## src/rtl/bootrom_wb_slave_if.sv

```systemverilog
// bootrom_wb_slave_if: bundles the Wishbone slave bus and the bootrom bb port
// of bootrom_wb_slave. The slave modport is used by the design, the master
// modport by a Wishbone master, the mem modport by the bootrom model.
interface bootrom_wb_slave_if #(
    parameter int AW = 32,
    parameter int DW = 32
);
    logic [AW-1:0]   wb_adr_i;
    logic [DW-1:0]   wb_dat_i;
    logic [DW/8-1:0] wb_sel_i;
    logic            wb_we_i;
    logic            wb_cyc_i;
    logic            wb_stb_i;
    logic [2:0]      wb_cti_i;
    logic [1:0]      wb_bte_i;
    logic [DW-1:0]   wb_dat_o;
    logic            wb_ack_o;
    logic            wb_err_o;
    logic            wb_rty_o;
    logic [AW-1:0]   bb_addr_o;
    logic [DW-1:0]   bb_din_o;
    logic            bb_en_o;
    logic            bb_we_o;
    logic [DW-1:0]   bb_dout_i;

    modport slave (
        input  wb_adr_i, wb_dat_i, wb_sel_i, wb_we_i, wb_cyc_i, wb_stb_i,
               wb_cti_i, wb_bte_i, bb_dout_i,
        output wb_dat_o, wb_ack_o, wb_err_o, wb_rty_o,
               bb_addr_o, bb_din_o, bb_en_o, bb_we_o
    );

    modport master (
        output wb_adr_i, wb_dat_i, wb_sel_i, wb_we_i, wb_cyc_i, wb_stb_i,
               wb_cti_i, wb_bte_i,
        input  wb_dat_o, wb_ack_o, wb_err_o, wb_rty_o
    );

    modport mem (
        input  bb_addr_o, bb_din_o, bb_en_o, bb_we_o,
        output bb_dout_i
    );
endinterface

```

## src/rtl/bootrom_wb_slave.sv

```systemverilog
// bootrom_wb_slave: Wishbone B3 slave front-end for the bootrom bb port.
// Each accepted Wishbone beat becomes one single-cycle bb access; read data
// and ack/err are registered, so the response shows up one cycle later.
// Optional feature macro: BOOTROM_WB_BURST_EN enables incrementing bursts
// (cti=010) with linear/wrap4/wrap8/wrap16 address generation. Without it
// every access is classic and bb_addr_o always follows wb_adr_i.
//
// state | meaning
// IDLE  | classic accepts; one idle cycle after each accept
// BURST | incrementing burst, one beat per cycle while stb is high
module bootrom_wb_slave #(
    parameter int AW        = 32,
    parameter int DW        = 32,
    parameter bit READ_ONLY = 1'b1
) (
    input  logic              clk,
    input  logic              rst,
    bootrom_wb_slave_if.slave bus
);

    typedef enum logic {
        IDLE  = 1'b0,
        BURST = 1'b1
    } state_t;

    state_t        state_q, state_d;
    logic          ack_q, ack_d;
    logic          err_q, err_d;
    logic [DW-1:0] dat_q, dat_d;
    logic          req;
    logic          prot;
    logic          accept;
    logic [AW-1:0] cur_adr;
    logic          unused_cfg;

    assign req  = bus.wb_cyc_i & bus.wb_stb_i;
    assign prot = bus.wb_we_i & READ_ONLY;

`ifdef BOOTROM_WB_BURST_EN
    logic [AW-1:0] nadr_q, nadr_d;

    // Word step; bits above the wrap field are kept, bte 00 is a plain +4.
    function automatic logic [AW-1:0] next_beat_adr(input logic [AW-1:0] a,
                                                    input logic [1:0]    bte);
        logic [AW-1:0] inc;
        logic [AW-1:0] mask;
        inc = a + AW'(4);
        case (bte)
            2'b01:   mask = AW'(6'h0C);
            2'b10:   mask = AW'(6'h1C);
            2'b11:   mask = AW'(6'h3C);
            default: mask = '1;
        endcase
        return (a & ~mask) | (inc & mask);
    endfunction

    // Predicted address of the next beat, advanced on every accepted beat.
    always_comb begin
        nadr_d = nadr_q;
        if (accept) begin
            nadr_d = next_beat_adr(cur_adr, bus.wb_bte_i);
        end
    end

    // Next-beat address register.
    always_ff @(posedge clk or negedge rst) begin
        if (!rst) begin
            nadr_q <= '0;
        end else begin
            nadr_q <= nadr_d;
        end
    end

    assign cur_adr    = (state_q == BURST) ? nadr_q : bus.wb_adr_i;
    assign unused_cfg = ^bus.wb_sel_i;
`else
    assign cur_adr    = bus.wb_adr_i;
    assign unused_cfg = ^{bus.wb_sel_i, bus.wb_bte_i};
`endif

    // Next state, beat acceptance and registered response.
    always_comb begin
        state_d = state_q;
        ack_d   = 1'b0;
        err_d   = 1'b0;
        dat_d   = dat_q;
        accept  = 1'b0;
        case (state_q)
            IDLE: begin
                // A response cycle is never also an accept cycle.
                accept = req & ~ack_q & ~err_q;
`ifdef BOOTROM_WB_BURST_EN
                if (accept && bus.wb_cti_i == 3'b010) begin
                    state_d = BURST;
                end
`endif
            end
            BURST: begin
                if (!bus.wb_cyc_i) begin
                    state_d = IDLE;
                end else if (!bus.wb_stb_i) begin
                    // Wait state: pending response stays registered but masked.
                    ack_d = ack_q;
                    err_d = err_q;
                end else begin
                    accept = 1'b1;
                    if (bus.wb_cti_i != 3'b010) begin
                        state_d = IDLE;
                    end
                end
            end
            default: state_d = IDLE;
        endcase
        if (accept) begin
            ack_d = ~prot;
            err_d = prot;
            if (!bus.wb_we_i) begin
                dat_d = bus.bb_dout_i;
            end
        end
    end

    // State and response registers.
    always_ff @(posedge clk or negedge rst) begin
        if (!rst) begin
            state_q <= IDLE;
            ack_q   <= 1'b0;
            err_q   <= 1'b0;
            dat_q   <= '0;
        end else begin
            state_q <= state_d;
            ack_q   <= ack_d;
            err_q   <= err_d;
            dat_q   <= dat_d;
        end
    end

    // bb port drive; forced to zero for as long as reset is asserted. The
    // write strobe is tied to acceptance so a held request never writes twice.
    always_comb begin
        bus.bb_addr_o = rst ? cur_adr : '0;
        bus.bb_din_o  = rst ? bus.wb_dat_i : '0;
        bus.bb_en_o   = rst & req & ~prot;
        bus.bb_we_o   = rst & accept & bus.wb_we_i & ~READ_ONLY;
    end

    assign bus.wb_dat_o = dat_q;
    assign bus.wb_ack_o = ack_q & req;
    assign bus.wb_err_o = err_q & req;
    assign bus.wb_rty_o = 1'b0;

endmodule

```

## src/flat_wrapper.sv

```systemverilog
// flat-port wrapper written by rule: the top's interface ports become plain ports
module bootrom_wb_slave_flat 
#(
    parameter int AW        = 32,
    parameter int DW        = 32,
    parameter bit READ_ONLY = 1'b1
)
  (clk, rst, bus_wb_adr_i, bus_wb_dat_i, bus_wb_sel_i, bus_wb_we_i, bus_wb_cyc_i, bus_wb_stb_i, bus_wb_cti_i, bus_wb_bte_i, bus_bb_dout_i, bus_wb_dat_o, bus_wb_ack_o, bus_wb_err_o, bus_wb_rty_o, bus_bb_addr_o, bus_bb_din_o, bus_bb_en_o, bus_bb_we_o);
  bootrom_wb_slave_if #(.AW(AW), .DW(DW)) bus_i ();
  input  logic clk;
  input  logic rst;
  input wire logic [$bits(bus_i.wb_adr_i)-1:0] bus_wb_adr_i;
  input wire logic [$bits(bus_i.wb_dat_i)-1:0] bus_wb_dat_i;
  input wire logic [$bits(bus_i.wb_sel_i)-1:0] bus_wb_sel_i;
  input wire logic [$bits(bus_i.wb_we_i)-1:0] bus_wb_we_i;
  input wire logic [$bits(bus_i.wb_cyc_i)-1:0] bus_wb_cyc_i;
  input wire logic [$bits(bus_i.wb_stb_i)-1:0] bus_wb_stb_i;
  input wire logic [$bits(bus_i.wb_cti_i)-1:0] bus_wb_cti_i;
  input wire logic [$bits(bus_i.wb_bte_i)-1:0] bus_wb_bte_i;
  input wire logic [$bits(bus_i.bb_dout_i)-1:0] bus_bb_dout_i;
  output wire logic [$bits(bus_i.wb_dat_o)-1:0] bus_wb_dat_o;
  output wire logic [$bits(bus_i.wb_ack_o)-1:0] bus_wb_ack_o;
  output wire logic [$bits(bus_i.wb_err_o)-1:0] bus_wb_err_o;
  output wire logic [$bits(bus_i.wb_rty_o)-1:0] bus_wb_rty_o;
  output wire logic [$bits(bus_i.bb_addr_o)-1:0] bus_bb_addr_o;
  output wire logic [$bits(bus_i.bb_din_o)-1:0] bus_bb_din_o;
  output wire logic [$bits(bus_i.bb_en_o)-1:0] bus_bb_en_o;
  output wire logic [$bits(bus_i.bb_we_o)-1:0] bus_bb_we_o;
  assign bus_i.wb_adr_i = bus_wb_adr_i;
  assign bus_i.wb_dat_i = bus_wb_dat_i;
  assign bus_i.wb_sel_i = bus_wb_sel_i;
  assign bus_i.wb_we_i = bus_wb_we_i;
  assign bus_i.wb_cyc_i = bus_wb_cyc_i;
  assign bus_i.wb_stb_i = bus_wb_stb_i;
  assign bus_i.wb_cti_i = bus_wb_cti_i;
  assign bus_i.wb_bte_i = bus_wb_bte_i;
  assign bus_i.bb_dout_i = bus_bb_dout_i;
  assign bus_wb_dat_o = bus_i.wb_dat_o;
  assign bus_wb_ack_o = bus_i.wb_ack_o;
  assign bus_wb_err_o = bus_i.wb_err_o;
  assign bus_wb_rty_o = bus_i.wb_rty_o;
  assign bus_bb_addr_o = bus_i.bb_addr_o;
  assign bus_bb_din_o = bus_i.bb_din_o;
  assign bus_bb_en_o = bus_i.bb_en_o;
  assign bus_bb_we_o = bus_i.bb_we_o;
  bootrom_wb_slave #(.AW(AW), .DW(DW), .READ_ONLY(READ_ONLY)) u_core (.clk(clk), .rst(rst), .bus(bus_i));
endmodule
```

## config.mk

```make
export PLATFORM = sky130hd
export DESIGN_NAME = bootrom_wb_slave_flat
export DESIGN_NICKNAME = d
export VERILOG_FILES = /design/src/rtl/bootrom_wb_slave_if.sv /design/src/rtl/bootrom_wb_slave.sv /design/src/flat_wrapper.sv
export SDC_FILE = /design/constraint.sdc
export NUM_CORES = 1
export LEC_CHECK = 0
export CORE_UTILIZATION = 25
export CTS_BUF_LIST = sky130_fd_sc_hd__clkbuf_8
export CTS_CLUSTER_DIAMETER = 50
export DETAILED_ROUTE_END_ITERATION = 6
export GPL_TIMING_DRIVEN = 1
export PLACE_DENSITY = 0.77
export SYNTH_ARGS = -nofsm -noshare
export SYNTH_HDL_FRONTEND = slang
export SYNTH_SLANG_ARGS = --single-unit
```

## constraint.sdc

```tcl
create_clock -name clk -period 1.5 [get_ports clk]
set_input_delay 0.225 -clock clk [delete_from_list [all_inputs] [get_ports clk]]
set_output_delay 0.225 -clock clk [all_outputs]
set_load 0.01 [all_outputs]
```

# Yosys cells after proc, flatten, opt, wreduce, memory -nomap -nowiden
# Index checks and enable logic that the tools add are counted.
# word_totals
reg_bits	35
latch_bits	0
ramBits	0
mem_bits_ro	0
input_bits	110
output_inout_bits	101
word_cells	32
n_memories	0
# classes
n_addsub	0
multipliers	0
n_div	0
order_cmp	0
n_eq_ne	2
n_shift	0
mux	14
bitwise_logic	11
reduce_logical	1
# op_table
op	n
32-bit 2-to-1 mux	2
1-bit 2-to-1 mux	11
1-bit AND	7
4-bit != test (second input constant)	1
1-bit inverter	4
3-bit by 2-bit != test with 1-bit output (second input constant)	1
1-bit one-hot mux with 2 select lines	1
2-bit AND reduction	1

# Logic depth before layout (Yosys ltp)
# Gate-level depths: netlist (run 1).
# logic_depth
ltp_word	5
ltp_mapped	4

# Worst setup path after synthesis (run 1)
# OpenSTA, ideal clock, no wires.
# synth_timing
kind	reg2reg
start	register u_core.ack_q
end	register u_core.dat_q[12] (netlist: u_core.bus.wb_dat_o[12])
setup_ns	0.125
t_arrival_ns	1.346
t_required_ns	1.375
setup_slack_ns	0.029
path_stages_with_launch	5
n_path_buf	1
period_less_slack_ns	1.471
path_cell_list	dfrtp_1 o21ba_2 nor3_4 buf_6 mux2_2
# synth_between
elab_chain_len	5
# synth_rtl
element	line	rtl
start, declared	bootrom_wb_slave.sv:27	logic ack_q, ack_d;
start signal, assigned	bootrom_wb_slave.sv:132	ack_q <= ack_d;
1-bit inverter	bootrom_wb_slave.sv:91	accept = req & ~ack_q & ~err_q;
1-bit AND (2 in series)	bootrom_wb_slave.sv:91	
1-bit one-hot mux with 2 select lines	bootrom_wb_slave.sv:88	case (state_q)
2-bit AND reduction (no line)	n/a	
end signal, assigned	bootrom_wb_slave.sv:134	dat_q <= dat_d;
end, declared	bootrom_wb_slave.sv:29	logic [DW-1:0] dat_q, dat_d;
# No other way between the ends.
# A chain may end at the register's enable or synchronous reset.

# Worst setup path in the final report (run 1)
# layout_timing
start	register u_core.ack_q
end	register u_core.dat_q[30] (netlist: u_core.bus.wb_dat_o[30])
# Same word-level chain as after synthesis.

==> results.cfg, run 1 <==
[critical_path]
r2r-end = u_core.bus.wb_dat_o[30]$_DFFE_PN0P_
worstSetupPathType = register to register
crit_fanout = 6
required_ns = 1.67
r2r-start = u_core.ack_q$_DFFE_PN0P_
cp-end-kind = register
cp.depth = 5
critPathSlowestCell = dfrtp_1
rrSetupSlack_ns = 0.00008
ff2ff_path_depth = 5
cp.arrival_ns = 1.67
crit_chain = o21ba_2, nor3_4, buf_6, clkbuf_16, mux2_2
worstSetupEndpoint = u_core.bus.wb_dat_o[30]$_DFFE_PN0P_
critPathTopFamily = flip-flops
path_buf_inv = 2
cp-start-kind = register
startpoint = u_core.ack_q$_DFFE_PN0P_
cpPeakStageDelay_ns = 0.38

[yosys]
yosys_warnings = 0
synth_area_per_cell_um2 = 11.3
synth_mux_area_frac = 0.198
synthTopCellsByCount = 65 x and2_1, 35 x dfrtp_1, 30 x mux2_2, 7 x clkbuf_1, 5 x nand2_1
ys_ff_latch = 35
yosysMostFrequentCell = and2_1
synthCells = 160
synthAdderAreaFrac = 0
synth_top_cell_by_area = dfrtp_1
ys.flop_type = dfrtp_1
async_flop_share = 1.00
synth_cell_type_count = 18
synthSimpleGateAreaFrac = 0.256
syn_area_mm2 = 0.00182
synth_top_family_by_area = simple AND/OR/NAND/NOR gates
synthXorXnorAreaFrac = 0
yosysTopAreaCellShare = 0.482
seq_area_frac_synth = 0.482
netlist_top_cells_area = dfrtp_1 48%, and2_1 22%, mux2_2 19%
synth_compound_area_frac = 0.0172
synth-edff-count = 0

[cells_and_area]
stdcell_count = 477
seq_area_um2 = 876
synthToLayoutAreaGrowth_pct = 126
drive_above_1_share = 0.165
fin_util = 0.595
layout.nets = 490
multi_input_area_um2 = 867
fill_cells = 620
n_antenna_cell = 0

[routing]
vias = 1983
first_pass_iters = 4
wire_per_inst_um = 13.9
drt_iter0_drc = 14
ant_nets = 0
drc_errors = 0
viasPerCell = 4.16
wirelength_um = 6620

[place]
hpwl_um = 5360
port_buffers = 202
place.gp.congestion = 0.824
pre_cts_ws_ns = -0.377
dp_cells = 462

[global_route]
antenna_found_initial = 0
grt_pass1_vias = 2005
grt_max_degree = 36
track_usage = 0.173
overflow = 0
grt_pass1_wl_um = 9820

[power]
peakVddDrop_v = 0.000486
finalPower_mw = 3.21
p_leak_nw = 1.92
p_per_area_mw_per_mm2 = 781

[floorplanning]
fp.dieW_um = 87.2
initial_core_util = 0.263
boundaryPins = 211
die_h_um = 87.2
fp-row-count = 30
dieArea_mm2 = 0.00761
core_mm2 = 0.00691

[clock_tree]
clock_path_buffers = 2
clkSinkCount = 35
worstSkewPairLatency_ns = 0.28
cts_tree = done
h-tree-depth = 2
cts_root_buf = clkbuf_8
cts_buffers = 5
clk_pin_slew_ns = 0.07

[flow_run]
maxCapViolCount = 0

[run_status]
status = completed

[timing]
timing.final.max_slew_violations = 0
finalCriticalPeriod_ns = 1.50
fmax_mhz = 667
finalWorstSetupSlack_ns = 0.0000807
fin_skew_ns = 0.00639
fin_tns_setup_ns = 0
grt_setup_unrepaired = true
setup-violations-final = 0
finalHoldViolCount = 0
fin_crit_sh = 1.00

[worst_hold_path]
min_path_type = input port to async pin
[per-stage QoR]
step | hold slack, ns | area (µm²)
5_1_grt | 0.140 | 4110
2_1_floorplan | -0.0706 | 1820
6_report | 0.102 | 4110
3_5_place_dp | 0.208 | 4010
4_1_cts | 0.110 | 4080
3_3_place_gp | 0.201 | 4010
[placed cells by master, fill, tap and decap left out, types with 2 or more instances in the layout]
| cell | count |
|---|---|
| buf_6 | 3 |
| inv_1 | 2 |
| and2_1 | 65 |
| mux2_2 | 30 |
| conb_1 | 2 |
| clkbuf_8 | 5 |
| clkdlybuf4s50_1 | 132 |
| dlygate4sd2_1 | 68 |
| buf_4 | 15 |
| dfrtp_1 | 35 |
| and3_1 | 2 |
| mux2_1 | 2 |
| nand2_1 | 4 |
[per-layer routing]
metal,track usage,up-vias,part of all wire
li1,-,954,-
met1,0.171,903,0.36
met2,0.339,117,0.52
met3,0.0616,9,0.11
met4,0.0432,0,0.012
met5,0,-,0
[logic make-up (layout without fill, tap and decap cells)]
family,count (synthesis),count (layout)
AO/OA/AOI/OAI,4,4
buffers and inverters,13,233
flip-flops,35,35
multiplexers,32,32
other,1,2
AND/OR/NAND/NOR,75,75
[how the worst min path moves through the flow]
stage                                                endpoint  slack [ns]  cells after the start
after global placement    u_core.bus.wb_dat_o[10]$_DFFE_PN0P_        0.20                      2
after global routing      u_core.bus.wb_dat_o[19]$_DFFE_PN0P_        0.14                      3
after CTS                  u_core.bus.wb_dat_o[1]$_DFFE_PN0P_        0.11                      3
after detailed placement  u_core.bus.wb_dat_o[10]$_DFFE_PN0P_        0.21                      2
after floorplan                      u_core.ack_q$_DFFE_PN0P_       -0.07                      0
final                     u_core.bus.wb_dat_o[15]$_DFFE_PN0P_        0.10                      3
[worst min-delay path, delay by kind of cell]
kind,cells,cell delay [ns]
buf+inv,3,0.50
[where the power goes]
group,total [mW],internal [mW],switching (mW)
combinational,1.31,0.874,0.441
sequential,1.24,1.14,0.103
clock,0.648,0.317,0.330
[what timing repair did]
item,CTS,global route
setup buffers,2,1
hold endpoints to repair,1,0
endpoints found under the setup margin,99,33
gates resized for setup,74,4
gates cloned,2,1
hold buffers,1,0
pin swaps,1,0
[state kept, by name, indices dropped and copies added (netlist names)]
name,flops
u_core.bus.wb_dat_o,32
u_core.ack_q,1
u_core.err_q,1
u_core.state_q,1
[cell type report]
class,instances,area share
clock buffers,5,0.0168
multi-input cells,113,0.211
flip-flops and latches,35,0.213
well taps,96,0.0292
repair buffers,224,0.525
clock inverters,3,0.00396
inverters,1,0.000914
(Power assumes the default switching activity.)
==> run 2: changes to the inputs <==
Settings changed: GPL_TIMING_DRIVEN 1 to default, PLACE_DENSITY 0.77 to 0.79.
==> results.cfg, run 2 (synthesis gave the netlist of run 1 again) <==
[run_status]
status = complete, but fails checks
failed_checks = setup timing

[global_route]
antenna_found_initial = 0
grt_pass1_vias = 1956
grt_pass1_wl_um = 10100
grt_max_degree = 41
grt_use_met2 = 0.339
use_met1 = 0.183
overflow = 0
track_usage = 0.175
grt_busiest_layer = met2
met3_usage = 0.0531

[cells_and_area]
multi_input_area_um2 = 983
n_antenna_cell = 0
fin_util = 0.617
largest_reg_flops = 32
seq_area_um2 = 876
stdcell_count = 476
post-route-cell-area_mm2 = 0.00426
drive_above_1_share = 0.174
layout_commonest_cell = clkdlybuf4s50_1
fill_cells = 610
synthToLayoutAreaGrowth_pct = 135
layout_common_cells = 134 x clkdlybuf4s50_1, 65 x and2_1, 64 x dlygate4sd2_1
layout.nets = 489

[routing]
viasPerCell = 4.19
ant_nets = 0
wirelength_um = 7000
vias = 1994
drt_iter0_drc = 27
drc_errors = 0
first_pass_iters = 4
wire_per_inst_um = 14.7

[timing]
setup-violations-final = 32
finalWorstSetupSlack_ns = -0.0778
fin_tns_setup_ns = -1.67
grt_setup_unrepaired = true
fmax_mhz = 634
fin_skew_ns = 0.00481
hold_ws_ns = 0.173
fin_crit_sh = 1.05
timing.final.max_slew_violations = 0
finalHoldViolCount = 0
finalCriticalPeriod_ns = 1.58

[power]
p_leak_nw = 2.03
finalPower_mw = 3.33
p_int_mw = 2.44
combPwrFrac = 0.434
clock_power_share = 0.191
p_per_area_mw_per_mm2 = 781
peakVddDrop_v = 0.000691
p_seq_frac = 0.375
switching_share = 0.268
switchingPower_uw = 892

[place]
port_buffers = 202
place.gp.congestion = 0.792
placed_area_mm2 = 0.00401
hpwl_um = 5310
pre_cts_ws_ns = -0.525
dp_cells = 459

[clock_tree]
clock_path_buffers = 2
clk_pin_slew_ns = 0.07
cts_buffers = 5
cts_tree = done
clkSinkCount = 35
worstSkewPairLatency_ns = 0.28
cts_root_buf = clkbuf_8
h-tree-depth = 2

[critical_path]
cp-end-kind = register
cp-start-kind = register
cp.arrival_ns = 1.74
crit_fanout = 5
startpoint = u_core.err_q$_DFFE_PN0P_
r2r-end = u_core.bus.wb_dat_o[27]$_DFFE_PN0P_
required_ns = 1.66
r2r-start = u_core.err_q$_DFFE_PN0P_
worstSetupPathType = register to register
ff2ff_path_depth = 5
rrSetupSlack_ns = -0.08

[floorplanning]
fp-row-count = 30
boundaryPins = 211
die_h_um = 87.2
initial_core_util = 0.263
fp.dieW_um = 87.2
dieArea_mm2 = 0.00761
core_mm2 = 0.00691

[worst_hold_path]
min_path_type = input port to async pin

[flow_run]
maxCapViolCount = 0
## run 2: cell types whose count changed in the layout (fill, tap and decap cells not counted), moves of 2 or more
cell,delta
buf_12,+2
buf_4,-4
clkbuf_16,+2
clkdlybuf4s50_1,+2
dlygate4sd2_1,-4
mux2_1,-2
mux2_2,-26
mux2_4,+28
## run 2: repair_timing
action | 4_1_cts | 5_1_grt
endpoints found under the hold margin | 6 | 0
gates cloned | 1 | 3
setup buffers | 1 | 3
endpoints found under the setup margin | 86 | 35
pin swaps | 1 | 3
gates resized for setup | 74 | 34
hold buffers | 1 | 0
## run 2: final cells by class
cell class | instances | area share
clock buffers | 5 | 0.0161
clock inverters | 3 | 0.00293
inverters | 1 | 0.000880
multi-input cells | 113 | 0.231
flip-flops and latches | 35 | 0.205
well taps | 96 | 0.0282
repair buffers | 223 | 0.516
## run 2: layer usage
| layer | part of all wire | wire length, µm |
|---|---|---|
| met4 | 0.010 | 73 |
| met1 | 0.35 | 2460 |
| met5 | 0 | 0 |
| met3 | 0.094 | 659 |
| met2 | 0.54 | 3810 |
## run 2: power groups by stage
stage	clock network (mW)	logic (mW)	registers [mW]
floorplan	0	0.340	1.35
global placement	0	1.35	1.25
detailed placement	0	1.37	1.26
CTS	0.669	1.33	1.24
global route	0.708	1.53	1.28
finish	0.635	1.45	1.25
## run 2: how the worst max path moves through the flow
stage | to | cells after the start
6_report | u_core.bus.wb_dat_o[27]$_DFFE_PN0P_ | 5
4_1_cts | u_core.bus.wb_dat_o[22]$_DFFE_PN0P_ | 4
5_1_grt | u_core.bus.wb_dat_o[10]$_DFFE_PN0P_ | 5
3_3_place_gp | bus_bb_en_o | 4
3_5_place_dp | bus_bb_en_o | 4
2_1_floorplan | u_core.bus.wb_dat_o[12]$_DFFE_PN0P_ | 4
## run 2: worst max-delay path, cell delays in order (launching register included)
cell       delay (ns)
dfrtp_1          0.40
o21ba_4          0.24
nor3_4           0.20
buf_6            0.18
clkbuf_16        0.16
mux2_4           0.30
==> run 3: changes to the inputs <==
Settings changed: CORE_MARGIN from default to 5.
==> results.cfg, run 3 (synthesis gave the netlist of run 1 again) <==
[run_status]
status = completed

[critical_path]
crit_chain = o21ba_4, nor3_4, buf_12, mux2_2
r2r-end = u_core.bus.wb_dat_o[20]$_DFFE_PN0P_
cpPeakStageDelay_ns = 0.39
worstSetupPathType = register to register
startpoint = u_core.ack_q$_DFFE_PN0P_
cp-end-kind = register
cp.arrival_ns = 1.66
rrSetupSlack_ns = 0.006
critPathSlowestCell = dfrtp_1
r2r-start = u_core.ack_q$_DFFE_PN0P_
crit_fanout = 33
cp-start-kind = register
ff2ff_path_depth = 4
required_ns = 1.66

[cells_and_area]
fin_util = 0.562
layout.nets = 480
synthToLayoutAreaGrowth_pct = 122
multi_input_area_um2 = 878
drive_above_1_share = 0.149
layout_common_cells = 134 x clkdlybuf4s50_1, 65 x and2_1, 64 x dlygate4sd2_1
post-route-cell-area_mm2 = 0.00403
largest_reg_flops = 32
fill_cells = 670
layout_commonest_cell = clkdlybuf4s50_1
seq_area_um2 = 876
n_antenna_cell = 0

[clock_tree]
clkSinkCount = 35
clk_pin_slew_ns = 0.07
clock_path_buffers = 2
cts_buffers = 5
cts_tree = done
cts_root_buf = clkbuf_8
h-tree-depth = 2
worstSkewPairLatency_ns = 0.28
postCtsSetupBuffers = 0

[place]
pre_cts_ws_ns = -0.346
placed_area_mm2 = 0.00400
port_buffers = 202
place.gp.congestion = 0.737
hpwl_um = 5960

[timing]
fmax_mhz = 669
finalCriticalPeriod_ns = 1.49
fin_crit_sh = 0.996
finalWorstSetupSlack_ns = 0.00580
fin_skew_ns = 0.00665
grt_setup_unrepaired = true
timing.final.max_slew_violations = 0
setup-violations-final = 0
finalHoldViolCount = 0

[global_route]
grt_pass1_vias = 2127
track_usage = 0.150
grt_pass1_wl_um = 10500
grt_max_degree = 41
antenna_found_initial = 0
overflow = 0

[routing]
ant_nets = 0
drc_errors = 0
first_pass_iters = 2
vias = 1974
wirelength_um = 6950
wire_per_inst_um = 14.8
drt_iter0_drc = 30
viasPerCell = 4.21

[power]
switching_share = 0.265
p_per_area_mw_per_mm2 = 798
p_seq_frac = 0.387
peakVddDrop_v = 0.000551
combPwrFrac = 0.404
switchingPower_uw = 853
clock_power_share = 0.209
p_int_mw = 2.36
p_leak_nw = 1.86

[floorplanning]
fp.dieW_um = 95.2
core_mm2 = 0.00718
die_h_um = 95.2
initial_core_util = 0.253
fp-row-count = 31
dieArea_mm2 = 0.00907
boundaryPins = 211

[worst_hold_path]
min_path_type = input port to async pin

[flow_run]
maxCapViolCount = 0
## run 3: layout make-up
type	instances	area share
Inverter	1	0.000931
Clock inverter	1	0.00124
Clock buffer	6	0.0205
Multi-Input combinational cell	113	0.218
Sequential cell	35	0.217
Timing Repair Buffer	214	0.511
Tap cell	99	0.0307
## run 3: worst max-delay path by stage
stage                                          endpoint  slack (ns)  cells past startpoint
floorplan           u_core.bus.wb_dat_o[12]$_DFFE_PN0P_        0.03                      4
CTS                 u_core.bus.wb_dat_o[20]$_DFFE_PN0P_      0.0004                      4
global route        u_core.bus.wb_dat_o[20]$_DFFE_PN0P_       -0.07                      4
detailed placement                          bus_bb_en_o       -0.35                      4
global placement                            bus_bb_en_o       -0.27                      4
finish              u_core.bus.wb_dat_o[20]$_DFFE_PN0P_       0.006                      4
## run 3: metrics by stage
step | power (mW) | instances | setup TNS (ns) | hold WS (ns)
finish | 3.22 | 469 | 0 | 0.0897
global route | 3.42 | 469 | -1.93 | 0.0930
CTS | 3.27 | 469 | 0 | 0.0835
detailed placement | 2.64 | 460 | -12.54 | 0.230
global placement | 2.61 | 460 | -11.54 | 0.220
floorplan | 1.69 | 161 | 0 | -0.0706
## run 3: power by group through the flow
stage	sequential, mW	clock (mW)	combinational (mW)
finish	1.24	0.672	1.30
global route	1.27	0.749	1.40
CTS	1.25	0.703	1.32
detailed placement	1.26	0	1.38
global placement	1.25	0	1.36
floorplan	1.35	0	0.340
## run 3: per-layer routing
metal / vias up / global-route usage / wire length (µm)
met2: 132 / 0.282 / 3560
met3: 8 / 0.0710 / 1110
li1: 933 / - / -
met5: - / 0 / 0
met4: 0 / 0.0433 / 99
met1: 901 / 0.144 / 2170
## run 3: timing repair
item                       in CTS  in global routing
resized for setup              72                  5
hold buffers                    2                  0
hold endpoints to repair        7                  0
setup endpoints to repair      76                 35
## run 3: critical path, delay by kind of cell, from the launching register on
family          cells  cell delay, ns
flops               1            0.39
mux                 1            0.36
compound gates      1            0.24
buf+inv             1            0.22
simple gates        1            0.14
